==> config.mk <==
export PLATFORM = sky130hd
export DESIGN_NAME = reg_bank
export DESIGN_NICKNAME = d
export VERILOG_FILES = /design/src/rtl/reg_bank.sv
export SDC_FILE = /design/constraint.sdc
export NUM_CORES = 2
export LEC_CHECK = 0
export CAP_MARGIN = 20
export CORE_MARGIN = 1.5
export CORE_UTILIZATION = 60
export CTS_CLUSTER_DIAMETER = 100
export DETAILED_ROUTE_END_ITERATION = 16
export PLACE_DENSITY = 0.78
export SETUP_SLACK_MARGIN = 0.15
export SLEW_MARGIN = 20
export SYNTH_ARGS = -nofsm -noshare
export SYNTH_HDL_FRONTEND = slang
export SYNTH_SLANG_ARGS = --single-unit
==> constraint.sdc <==
create_clock -name clk -period 42.2 [get_ports clk]
set_input_delay 4.22 -clock clk [delete_from_list [all_inputs] [get_ports clk]]
set_output_delay 4.22 -clock clk [all_outputs]
set_load 0.005 [all_outputs]
==> src/rtl/reg_bank.sv <==
// reg_bank: 32 x DATA_W register file, two bypassed combinational read ports, one registered debug port.
// Latency: rs/rt 0 cycles, dbg 1 cycle; no backpressure (every write accepted, reads always valid).
module reg_bank #(
  parameter int DATA_W = 32,
  parameter int NREG   = 32
) (
  input  logic              clk,
  input  logic              rst,
  input  logic [4:0]        rs_addr,
  input  logic [4:0]        rt_addr,
  output logic [DATA_W-1:0] rs_data,
  output logic [DATA_W-1:0] rt_data,
  input  logic              wr_en,
  input  logic [4:0]        wr_addr,
  input  logic [DATA_W-1:0] wr_data,
  input  logic              link_en,
  input  logic [DATA_W-1:0] link_data,
  input  logic [4:0]        dbg_addr,
  output logic [DATA_W-1:0] dbg_data
);

  localparam logic [4:0] LINK_REG = 5'd31;

  logic [DATA_W-1:0] regs_q [0:NREG-1];
  logic [DATA_W-1:0] regs_d [0:NREG-1];
  logic [DATA_W-1:0] dbg_data_q;
  logic [DATA_W-1:0] dbg_data_d;

  // Link is applied first so a primary write to R31 overrides it.
  always_comb begin
    regs_d = regs_q;
    if (link_en) regs_d[LINK_REG] = link_data;
    if (wr_en)   regs_d[wr_addr]  = wr_data;
  end

  // Debug port samples pre-write contents: no bypass by design.
  always_comb begin
    dbg_data_d = regs_q[dbg_addr];
  end

  always_ff @(posedge clk or posedge rst) begin
    if (rst) begin
      for (int i = 0; i < NREG; i++) regs_q[i] <= '0;
      dbg_data_q <= '0;
    end else begin
      regs_q     <= regs_d;
      dbg_data_q <= dbg_data_d;
    end
  end

  always_comb begin
    rs_data = regs_q[rs_addr];
    if (rst)                                 rs_data = '0;
    else if (wr_en && wr_addr == rs_addr)    rs_data = wr_data;
    else if (link_en && rs_addr == LINK_REG) rs_data = link_data;
  end

  always_comb begin
    rt_data = regs_q[rt_addr];
    if (rst)                                 rt_data = '0;
    else if (wr_en && wr_addr == rt_addr)    rt_data = wr_data;
    else if (link_en && rt_addr == LINK_REG) rt_data = link_data;
  end

  assign dbg_data = dbg_data_q;

endmodule

==> flow_metrics.py <==
metrics = {
    "die": {
        "fp.dieW_microns": 332,
        "start_util_pct": 60.6,
        "die_h_microns": 332,
        "die_area_sq_mm": 0.110,
        "fp.coreArea_sq_mm": 0.107,
        "ios": 184,
        "placementRows": 120,
    },
    "route": {
        "avgRoutedWirePerCell_microns": 38.7,
        "dr.pass1.iters": 6,
        "detail-route-antenna-nets": 0,
        "routed_via_density": 8.02,
        "drc": 0,
        "drtIter0Drc": 7754,
        "wl_microns": 229000,
        "vias": 47400,
    },
    "timing": {
        "hold_slack_ns": 0.545,
        "tightest_slew_ns": 1.28,
        "rsz0062_at_grt": "no",
        "slew_violations": 0,
        "hold_violations": 0,
        "fin_crit_ns": 13.55,
        "slew_headroom_pct": 14.2,
        "fin_tns_setup_ns": 0,
        "fmax_mhz": 73.8,
        "setup_viol": 0,
        "fin_skew_ns": 0.0241,
        "fin_crit_sh_pct": 32.1,
    },
    "synth": {
        "syn-instance-count": 4483,
        "synth_seq_cells": 1056,
        "synth_cell_type_count": 45,
        "post_synth.cell_area_avg_sq_um": 14.5,
        "syn-num-nets": 4571,
        "synth_warnings": 0,
        "syn_area_sq_mm": 0.0651,
        "synth_edf_count": 0,
        "synth_ff_type": "dfrtp_1",
        "postSynth.asyncResetShare_pct": 100,
        "yosysSeqAreaShare_pct": 40.6,
    },
    "layout": {
        "multi_input_area_sq_mm": 0.0367,
        "drive_above_1_share_pct": 49.6,
        "fillers": 7497,
        "synthToLayoutAreaGrowth_pct": 10.0,
        "nets": 4482,
        "register_area_sq_mm": 0.0264,
    },
    "worst_setup_path": {
        "crit_chain": "buf_4 -> buf_4 -> buf_4 -> or2_2 -> buf_4 -> o22ai_1 -> nor3_1 -> a2111oi_0 -> o311ai_1 -> clkdlybuf4s50_1",
        "crit_fanout": 43,
        "crit_path_end_kind": "primary output",
        "worstPathRequired_ns": 37.98,
        "reg2reg_depth": 3,
        "cpMostUsedCell": "buf_4",
        "r2r-end": "dbg_data[20]",
        "crit_path_start_kind": "input port",
        "criticalPathCategory": "in2out",
        "ff2ff_setup_slack_ns": 40.21,
        "cp_slowest_stage_delay_ns": 0.95,
        "cp_num_buf_inv": 5,
        "crit_family": "buffers and inverters",
        "r2r-start": "regs_q[20]",
        "cp.arrival_ns": 9.33,
        "slowest_stage": "o311ai_1",
    },
    "placed_design": {
        "dp_hpwl_microns": 133000,
        "io_buffer_count": 183,
        "place_congestion": 0.938,
    },
    "power": {
        "switchingPower_uw": 956,
        "swShare_pct": 29.2,
        "power_frac_seq_pct": 43.0,
        "power.clock.fraction_pct": 32.2,
        "powerDensity_mw_per_mm2": 45.6,
        "fin_total_pwr_mw": 3.27,
        "p_int_mw": 2.31,
        "p_leak_nw": 29.6,
        "peakVddDrop_v": 0.0000415,
        "comb_power_share_pct": 24.8,
    },
    "grt": {
        "antenna_found_initial": 28,
        "grt_use_total_pct": 41.5,
        "overflow": 0,
        "grt_pass1_vias": 47400,
        "grt_max_degree": 148,
        "grt_first_pass_wirelength_microns": 332000,
    },
    "cts": {
        "htree_levels": 3,
        "cts_setup_buffers": 0,
        "root_buffer": "clkbuf_16",
        "clock_latency_ns": 0.72,
        "hold_buffers": 0,
        "cts_resized": 0,
        "cts_buffer_depth": 3,
        "cts_tree": "done",
        "clkTransAtPathRegs_ns": 0.06,
        "cts_made_buffers": 114,
        "clock-sinks": 1056,
    },
    "hold_path": {
        "hp-start": "regs_q[827]",
        "holdCritPathClass": "reg2reg",
        "whs_endpoint": "regs_q[827]",
        "hold_depth": 1,
    },
    "flow_run": {
        "maxCapViolCount": 0,
    },
    "outcome": {
        "status": "complete, no violations",
    },
}
[cell families after synthesis]
kind of cell | Yosys count | share of synthesized area [%]
and+or+nand+nor | 385 | 3.20
AOI/OAI and AO/OA | 449 | 5.25
muxes | 2059 | 47.3
DFF | 1056 | 40.6
xor gates and xnor gates | 10 | 0.135
buffers and inverters | 524 | 3.49
[through the flow]
step           cell area [sq um]  cells  setup slack (ns)  utilization (%)
4_1_cts                    71600   5892             28.76             66.7
6_report                   71600   5909             28.65             66.7
5_1_grt                    71600   5898             28.80             66.7
3_5_place_dp               67700   5681             28.95             63.1
2_1_floorplan              65100   4483              7.69                -
3_3_place_gp               67700   5681             28.79             63.1
[Yosys cell counts (35+ instances only)]
| master | n | area, sq um |
|---|---|---|
| a2111oi_0 | 37 | 324 |
| a211oi_1 | 55 | 413 |
| a22oi_1 | 53 | 398 |
| buf_1 | 76 | 285 |
| buf_2 | 116 | 581 |
| clkbuf_1 | 294 | 1100 |
| dfrtp_1 | 1056 | 26400 |
| mux2_2 | 1085 | 12200 |
| mux2i_1 | 267 | 2670 |
| mux4_2 | 707 | 15900 |
| nand3_1 | 65 | 325 |
| nor2_1 | 97 | 364 |
| nor2b_1 | 60 | 375 |
| o211ai_1 | 35 | 263 |
| o221ai_1 | 56 | 490 |
| o22ai_1 | 69 | 432 |
[sequential cells by signal (all words and copies together) (netlist names)]
signal    count
regs_q     1024
dbg_data     32
[worst max path at each step]
stage	from	end	slack [ns]	depth (start not counted)
final	rt_addr[2]	rt_data[10]	28.65	10
after global routing	rt_addr[2]	rt_data[10]	28.80	10
after CTS	rt_addr[2]	rt_data[4]	28.76	10
after detailed placement	rt_addr[2]	rt_data[4]	28.95	10
after global placement	rt_addr[2]	rt_data[10]	28.79	10
after floorplan	rst	rt_data[0]	7.69	4
[layout by cell type (no fill, tap or decap), drive strengths merged, types with 35 or more instances in the layout]
master / netlist / layout
mux2: 1085 / 1085
dfrtp: 1056 / 1056
mux4: 707 / 707
mux2i: 267 / 267
clkbuf: 294 / 170
buf: 228 / 160
clkdlybuf4s50: 0 / 156
nor2: 97 / 97
o22ai: 69 / 69
nand3: 65 / 65
nor2b: 60 / 60
o221ai: 56 / 56
a211oi: 55 / 55
a22oi: 53 / 53
a2111oi: 37 / 37
o211ai: 35 / 35
[power groups by stage]
| stage | combinational, mW | clock (mW) | sequential [mW] |
|---|---|---|---|
| global route | 0.848 | 1.09 | 1.43 |
| CTS | 0.801 | 1.06 | 1.39 |
| floorplan | 0.603 | 0 | 1.35 |
| finish | 0.812 | 1.05 | 1.41 |
| global placement | 0.779 | 0 | 1.39 |
| detailed placement | 0.796 | 0 | 1.41 |
[cell type report]
type | count | area share (%)
inverter | 2 | 0.0210
antenna | 17 | 0.0594
sequential | 1056 | 36.9
multi-input combinational | 2903 | 51.2
tap | 1403 | 2.45
clock inverter | 42 | 0.669
clock buffer | 169 | 4.78
timing repair buffer | 317 | 3.95
[routing by layer]
metal / vias to the layer above / GRT usage, % / part of all wire (%)
met5: - / 0 / 0.087
met4: 28 / 24.3 / 7.0
met3: 1026 / 15.9 / 15
met2: 4016 / 59.0 / 43
met1: 24600 / 54.4 / 35
li1: 17800 / - / -
Note: power is estimated with default switching activity, not from simulation.
